### src/rtl/if_id_queue_if.sv
// Handshake bundle between instruction fetch and decode around the IF/ID queue.
// The queue takes the slave modport; the fetch/decode side takes the master modport.
interface if_id_queue_if;
    logic        in_valid;
    logic [31:0] in_PC;
    logic [31:0] in_PC4;
    logic [31:0] in_Inst;
    logic        in_ready;
    logic        flush;
    logic        out_ready;
    logic        out_valid;
    logic [31:0] out_PC;
    logic [31:0] out_PC4;
    logic [31:0] out_Inst;
    logic [4:0]  out_exc;
    logic [1:0]  count;

    modport slave (
        input  in_valid, in_PC, in_PC4, in_Inst, flush, out_ready,
        output in_ready, out_valid, out_PC, out_PC4, out_Inst, out_exc, count
    );

    modport master (
        output in_valid, in_PC, in_PC4, in_Inst, flush, out_ready,
        input  in_ready, out_valid, out_PC, out_PC4, out_Inst, out_exc, count
    );
endinterface

### src/rtl/if_id_queue.sv
// Two-entry IF/ID decoupling queue.
// Fetch addresses are checked on entry; a bad address is tagged AdEL and its instruction becomes a nop.
module if_id_queue #(
    parameter logic [31:0] IM_BASE  = 32'h0000_3000,
    parameter int unsigned IM_WORDS = 4096
) (
    input logic            clk,
    input logic            reset,
    if_id_queue_if.slave   bus
);
    localparam logic [4:0]  ExcNone = 5'd0;
    localparam logic [4:0]  ExcAdel = 5'd4;
    // 33-bit end address so a memory reaching the top of the address space cannot wrap.
    localparam logic [32:0] ImEnd   = {1'b0, IM_BASE} + (33'(IM_WORDS) * 33'd4);

    logic [31:0] pc_q   [2];
    logic [31:0] pc4_q  [2];
    logic [31:0] inst_q [2];
    logic [4:0]  exc_q  [2];
    logic        wr_ptr_q;
    logic        rd_ptr_q;
    logic [1:0]  count_q;

    logic        push;
    logic        pop;
    logic        addr_bad;
    logic [4:0]  in_exc;
    logic [1:0]  count_d;

    assign bus.in_ready  = (count_q != 2'd2);
    assign bus.out_valid = (count_q != 2'd0);
    assign bus.count     = count_q;

    assign push = bus.in_valid & bus.in_ready & ~bus.flush;
    assign pop  = bus.out_valid & bus.out_ready & ~bus.flush;

    always_comb begin
        addr_bad = (bus.in_PC[1:0] != 2'b00) ||
                   (bus.in_PC < IM_BASE) ||
                   ({1'b0, bus.in_PC} >= ImEnd);
        in_exc   = addr_bad ? ExcAdel : ExcNone;
    end

    always_comb begin
        count_d = count_q;
        if (push && !pop) begin
            count_d = count_q + 2'd1;
        end else if (pop && !push) begin
            count_d = count_q - 2'd1;
        end
    end

    always_comb begin
        bus.out_PC   = 32'd0;
        bus.out_PC4  = 32'd0;
        bus.out_Inst = 32'd0;
        bus.out_exc  = ExcNone;
        if (count_q != 2'd0) begin
            bus.out_PC   = pc_q[rd_ptr_q];
            bus.out_PC4  = pc4_q[rd_ptr_q];
            bus.out_Inst = inst_q[rd_ptr_q];
            bus.out_exc  = exc_q[rd_ptr_q];
        end
    end

    always_ff @(posedge clk or negedge reset) begin
        if (!reset) begin
            for (int i = 0; i < 2; i++) begin
                pc_q[i]   <= 32'd0;
                pc4_q[i]  <= 32'd0;
                inst_q[i] <= 32'd0;
                exc_q[i]  <= ExcNone;
            end
            wr_ptr_q <= 1'b0;
            rd_ptr_q <= 1'b0;
            count_q  <= 2'd0;
        end else if (bus.flush) begin
            wr_ptr_q <= 1'b0;
            rd_ptr_q <= 1'b0;
            count_q  <= 2'd0;
        end else begin
            if (push) begin
                pc_q[wr_ptr_q]   <= bus.in_PC;
                pc4_q[wr_ptr_q]  <= bus.in_PC4;
                inst_q[wr_ptr_q] <= addr_bad ? 32'd0 : bus.in_Inst;
                exc_q[wr_ptr_q]  <= in_exc;
                wr_ptr_q         <= ~wr_ptr_q;
            end
            if (pop) begin
                rd_ptr_q <= ~rd_ptr_q;
            end
            count_q <= count_d;
        end
    end
endmodule

### src/flat_wrapper.sv
// flat-port wrapper written by rule: the top's interface ports become plain ports
module if_id_queue_flat 
#(
    parameter logic [31:0] IM_BASE  = 32'h0000_3000,
    parameter int unsigned IM_WORDS = 4096
)
  (clk, reset, bus_in_valid, bus_in_PC, bus_in_PC4, bus_in_Inst, bus_flush, bus_out_ready, bus_in_ready, bus_out_valid, bus_out_PC, bus_out_PC4, bus_out_Inst, bus_out_exc, bus_count);
  if_id_queue_if bus_i ();
  input logic clk;
  input logic reset;
  input wire logic [$bits(bus_i.in_valid)-1:0] bus_in_valid;
  input wire logic [$bits(bus_i.in_PC)-1:0] bus_in_PC;
  input wire logic [$bits(bus_i.in_PC4)-1:0] bus_in_PC4;
  input wire logic [$bits(bus_i.in_Inst)-1:0] bus_in_Inst;
  input wire logic [$bits(bus_i.flush)-1:0] bus_flush;
  input wire logic [$bits(bus_i.out_ready)-1:0] bus_out_ready;
  output wire logic [$bits(bus_i.in_ready)-1:0] bus_in_ready;
  output wire logic [$bits(bus_i.out_valid)-1:0] bus_out_valid;
  output wire logic [$bits(bus_i.out_PC)-1:0] bus_out_PC;
  output wire logic [$bits(bus_i.out_PC4)-1:0] bus_out_PC4;
  output wire logic [$bits(bus_i.out_Inst)-1:0] bus_out_Inst;
  output wire logic [$bits(bus_i.out_exc)-1:0] bus_out_exc;
  output wire logic [$bits(bus_i.count)-1:0] bus_count;
  assign bus_i.in_valid = bus_in_valid;
  assign bus_i.in_PC = bus_in_PC;
  assign bus_i.in_PC4 = bus_in_PC4;
  assign bus_i.in_Inst = bus_in_Inst;
  assign bus_i.flush = bus_flush;
  assign bus_i.out_ready = bus_out_ready;
  assign bus_in_ready = bus_i.in_ready;
  assign bus_out_valid = bus_i.out_valid;
  assign bus_out_PC = bus_i.out_PC;
  assign bus_out_PC4 = bus_i.out_PC4;
  assign bus_out_Inst = bus_i.out_Inst;
  assign bus_out_exc = bus_i.out_exc;
  assign bus_count = bus_i.count;
  if_id_queue #(.IM_BASE(IM_BASE), .IM_WORDS(IM_WORDS)) u_core (.clk(clk), .reset(reset), .bus(bus_i));
endmodule
### config.mk
export PLATFORM = sky130hd
export DESIGN_NAME = if_id_queue_flat
export DESIGN_NICKNAME = d
export VERILOG_FILES = /design/src/rtl/if_id_queue_if.sv /design/src/rtl/if_id_queue.sv /design/src/flat_wrapper.sv
export SDC_FILE = /design/constraint.sdc
export NUM_CORES = 1
export LEC_CHECK = 0
export CAP_MARGIN = 0
export CORE_ASPECT_RATIO = 0.5
export CORE_MARGIN = 4
export CORE_UTILIZATION = 47
export CTS_CLUSTER_SIZE = 8
export DETAILED_ROUTE_END_ITERATION = 6
export HOLD_SLACK_MARGIN = 0.02
export PLACE_DENSITY = 0.77
export RECOVER_POWER = 100
export SYNTH_ARGS = -nofsm -noshare
export SYNTH_HDL_FRONTEND = slang
export SYNTH_SLANG_ARGS = --single-unit
### constraint.sdc
create_clock -name clk -period 1.7 [get_ports clk]
set_input_delay 0.34 -clock clk [delete_from_list [all_inputs] [get_ports clk]]
set_output_delay 0.34 -clock clk [all_outputs]
set_load 0.05 [all_outputs]
# --- Word level (Yosys, flattened, before mapping) ---
# Cells that the tools add are included.
word_totals:
  register_bits: 206
  out_inout_bits: 105
  wordCells: 74
classes:
  addsub: 2
  n_lt_le_gt_ge: 5
  n_eq_ne: 1
  mux: 33
  bitwise: 9
  n_reduce_logical: 13
op_table:
  columns: ["op", "n"]
  rows:
  - ["32-bit two-way mux", 14]
  - ["64-bit bitwise mux", 3]
  - ["32-bit demux with 1-bit select", 1]
  - ["32-bit by 15-bit >= comparator with 1-bit output (second input constant)", 1]
  - ["32-bit by 14-bit < comparator with 1-bit output (second input constant)", 1]
  - ["5-bit two-way mux", 5]
  - ["10-bit bitwise mux", 1]
  - ["2-bit nonzero test", 4]
  - ["2-bit two-way mux", 3]
  - ["5-bit demux with 1-bit select", 1]
  - ["1-bit bitwise AND", 4]
  - ["2-bit >= comparator (second input constant)", 2]
  - ["1-bit two-way mux", 4]
  - ["1-bit inverter with 2-bit output", 2]
  - ["1-bit logical AND", 3]
  - ["3-bit two-way mux", 1]
  - ["1-bit inverter", 3]
  - ["3-bit nonzero test", 1]
  - ["2-bit by 1-bit adder with 2-bit output (second input constant)", 1]
  - ["1-bit logical NOT", 2]
  - ["1-bit logical OR", 2]
  - ["2-bit by 1-bit < comparator with 1-bit output (second input constant)", 1]
  - ["2-bit != test (second input constant)", 1]
  - ["2-bit AND reduction", 1]
  - ["2-bit by 1-bit subtractor with 2-bit output (second input constant)", 1]

# --- Depth between registers and ports, before layout ---
logic_depth:
  depth_word: 8
  depth_mapped: 6

# --- Worst setup path after synthesis ---
# No wires, ideal clock.
synth_path:
  path_kind: "register to output"
  from: "register u_core.count_q[1], in the netlist u_core.bus.count[1]"
  to: "output bus_out_Inst[13]"
  arrival_time_ps: 2028
  required_time_ps: 1360
  path_slack_ps: -668
  path_stages_with_launch: 5
  path_buffers: 2
  cell_sequence: "dfrtp_1 nor2_1 clkbuf_1 buf_1 nor2_1"
synth_between:
  elab_chain_cells: 2
synth_rtl:
  columns: ["element", "line", "source"]
  rows:
  - ["from (decl)", "if_id_queue.sv:22", "logic [1:0] count_q;"]
  - ["from (signal assigned)", "if_id_queue.sv:92", "count_q <= count_d;"]
  - ["2-bit nonzero test", "if_id_queue.sv:58", "if (count_q != 2'd0) begin"]
  - ["32-bit two-way mux", "if_id_queue.sv:58", null]
  - ["to (decl)", "flat_wrapper.sv:21", "output wire logic [$bits(bus_i.out_Inst)-1:0] bus_out_Inst;"]
# No other way between the ends.

# --- Worst setup path in the final report ---
layout_path:
  from: "register u_core.rd_ptr_q"
  to: "output bus_out_PC[22]"
layout_between:
  elab_chain_cells: 5
layout_rtl:
  columns: ["element", "line", "source"]
  rows:
  - ["from (decl)", "if_id_queue.sv:21", "logic rd_ptr_q;"]
  - ["from (signal assigned)", "if_id_queue.sv:90", "rd_ptr_q <= ~rd_ptr_q;"]
  - ["1-bit inverter with 2-bit output (not written as such)", "if_id_queue.sv:59", "bus.out_PC = pc_q[rd_ptr_q];"]
  - ["32-bit two-way mux (not written as such) (3 in a row)", "if_id_queue.sv:59", null]
  - ["32-bit two-way mux", "if_id_queue.sv:58", null]
  - ["to (decl)", "flat_wrapper.sv:19", "output wire logic [$bits(bus_i.out_PC)-1:0] bus_out_PC;"]
# No other way between the ends. The select of a mux whose other input is x is not followed.

==> qor.yml <==
sta:
  setup_ws_ns: -0.4788
  setup_tns_ns: -52.25
  max-slew-margin-rel_pct: 37.65
  setup_violations: 274
  tightestPinTransition_ns: 0.9352
  rsz0062_at_grt: "yes"
  fin_crit_sh_pct: 128.2
  timing.hold.ws_ns: 0.2289
  final_max_slew_viol_count: 0
  period_needed_ns: 2.179
  max_freq_ghz: 0.4590
  finalClockSkew_ns: 0.01091
  hold_viol_final: 0
clock_tree:
  root_buffer: "clkbuf_16"
  numCtsBuffers: 17
  h-tree-depth: 4
  cts_buffer_depth: 2
  path_clk_slew_ns: 0.08
  worstSkewPairLatency_ns: 0.44
  cts_tree: "built"
  cts.sinks: 198
setup_path:
  crit_fanout: 8
  crit_arrival_ns: 1.84
  r2r_slack_ns: -0.21
  r2r-start: "u_core.bus.count[0]"
  r2r_cells: 7
  timing.rr.end: "u_core.pc4_q[38]"
  path_class: "flip-flop to output pin"
  end_kind: "output pin"
  worstSetupStartpointType: "flip-flop"
  required_ns: 1.36
global_route:
  antenna_found_initial: 0
  grt_pass1_wl_mm: 43.19
  grt_max_degree: 67
  gr-total-overflow: 0
  grt_pass1_vias: 8101
  grt_use_total_pct: 23.10
layout:
  final_layout_size_suffix_gt1_share_pct: 52.12
  final_nets: 1147
  insertedDiodeCount: 0
  final_cell_area_mm2: 0.01566
  fill_cells: 1186
  area_growth_pct: 59.83
route:
  drt_iter0_markers: 476
  drt_wl_total_mm: 32.61
  antenna_left: 0
  vias: 8042
  viasPerCell: 6.038
  drt_first_pass_iters: 5
  wl_per_cell_um: 24.48
  drc_errors: 0
run_status:
  status: "finished with violations"
  violations: "setup timing"
pwr:
  clkPwrFrac_pct: 29.2
  seq_power_share_pct: 39.9
  power_switching_mw: 4.813
  p_comb_share_pct: 31.0
  powerDensity_mw_per_mm2: 958.0
  vdd_drop_max_mv: 0.7835
  swShare_pct: 32.09
  internal_power_mw: 10.19
  cellLeakagePower_nw: 6.576
floorplanning:
  die_h_um: 110.1
  die_w_um: 212.2
  rows: 37
  start_util_pct: 47.76
  die_area_mm2: 0.02336
  core_mm2: 0.02051
  io-pin-count: 206
worst_hold_path:
  min_path_type: "primary input to flip-flop"
  hold_start: "bus_in_PC[27]"
  hold_depth: 2
  hold_end: "u_core.pc_q[27]"
placement:
  dpl.hpwl_mm: 17.69
  routabilityCongestion: 0.8093
  place_area_mm2: 0.01328
  io_buffers: 201
logic_synthesis:
  ys.warnings.count: 0
  netlist_instances: 808
  synth.lib_cells_used.distinct: 38
  ys_seq_area_share_pct: 50.58
  synth-seq-cells: 198
  syn_area_mm2: 0.009796
  avgSynthCellArea_um2: 12.12
run:
  cap_violations: 0
-- repair_timing --
item,in CTS,in global routing
hold buffers,1,0
endpoints found under the setup margin,104,204
endpoints found under the hold margin,30,0
cloned,1,18
pin swaps,2,14
buffers inserted,3,9
gates resized for setup,69,190
-- cell families after synthesis --
logic type	share of synthesized area (%)
other	0.03828
DFF	50.58
AOI/OAI and AO/OA	13.36
and+or+nand+nor	5.633
buffers and inverters	5.569
xor gates and xnor gates	0.08943
muxes	24.73
-- layer usage --
metal | up-vias | GRT usage [%] | wire (um)
met3 | 75 | 4.213 | 1540
met5 | - | 0 | 0
met1 | 4165 | 30.53 | 13550
li1 | 3499 | - | -
met2 | 303 | 40.42 | 16620
met4 | 0 | 4.993 | 905
-- cell usage after synthesis, drive strengths merged --
library cell    n  area (um^2)
dfrtp         198         4955
mux2          128         1441
o41ai         128         1204
nor2           99        371.6
mux2i          98        980.9
buf            43        242.7
clkbuf         43        161.4
inv            37        141.4
nor4            6        80.07
a21oi           4        20.02
a31oi           2        12.51
a41oi           2        17.52
nand3           2        10.01
nand4           2        42.54
o211ai          2        20.02
o21ai           2        10.01
a21boi          1        7.510
a21o            1        7.510
and3            1        6.260
and3b           1        8.760
conb            1        3.750
nand3b          1        7.510
nor2b           1        6.260
nor3            1        5.000
nor3b           1        7.510
o211a           1        10.01
or2             1        6.260
xor2            1        8.760
-- sequential cells by signal, indices dropped and copies added (netlist names) --
signal / flops
u_core.pc_q: 64
u_core.bus.count: 2
u_core.pc4_q: 64
u_core.wr_ptr_q: 1
u_core.exc_q: 2
u_core.rd_ptr_q: 1
u_core.inst_q: 64
-- power groups by stage --
stage,Sequential [mW],Clock (mW),Combinational [mW]
after floorplan,5.83,0,2.41
after global placement,5.89,0,3.78
after detailed placement,5.96,0,3.87
after CTS,5.88,4.37,4.04
final,5.98,4.37,4.64
after global routing,6.05,4.63,4.86
-- metrics by stage --
stage	worst slack [ns]	cells	total power [mW]	util, %
final	-0.4788	1332	15.00	76.34
after global routing	-0.5266	1332	15.54	76.34
after CTS	-0.4204	1305	14.29	69.42
after detailed placement	-0.4892	1268	9.828	64.76
after global placement	-0.3581	1268	9.677	64.76
after floorplan	-0.2218	811	8.249	-
-- cell type report --
type	instances	area [um^2]	share of cell area, %
Timing Repair Buffer	302	4059	25.92
Clock inverter	14	187.7	1.199
Multi-Input combinational cell	490	5517	35.24
Clock buffer	18	439.2	2.805
Sequential cell	198	4962	31.69
Tap cell	273	341.6	2.182
Inverter	37	150.1	0.9590
-- cells in the final DEF (no fill, tap or decap), types with 25 or more instances in the layout --
master,netlist,final
dfrtp_1,198,194
clkdlybuf4s50_1,0,94
mux2_2,124,86
buf_12,0,75
o41ai_1,117,73
mux2i_1,98,58
o41ai_2,11,53
buf_6,1,48
nor2_2,0,44
mux2_4,0,42
buf_4,10,42
clkbuf_16,0,34
inv_1,34,33
nor2_4,0,30
nor2_1,99,25
-- worst max-delay path, cell delays in order (launching register included) --
cell and delay, ns:
dfrtp_4 0.52, buf_12 0.17, clkbuf_16 0.18, mux2i_1 0.29, nor2_2 0.09, buf_12 0.16
-- worst max path at each step --
| stage | from | end | slack (ns) | cells past startpoint |
|---|---|---|---|---|
| global placement | bus_in_PC[27] | u_core.inst_q[43] | -0.36 | 7 |
| finish | u_core.rd_ptr_q | bus_out_PC[22] | -0.48 | 5 |
| detailed placement | bus_in_valid | u_core.inst_q[63] | -0.49 | 5 |
| CTS | u_core.rd_ptr_q | bus_out_Inst[21] | -0.42 | 4 |
| global route | u_core.rd_ptr_q | bus_out_PC[22] | -0.53 | 5 |
| floorplan | u_core.bus.count[0] | bus_out_Inst[3] | -0.22 | 3 |
(Power assumes the default switching activity.)
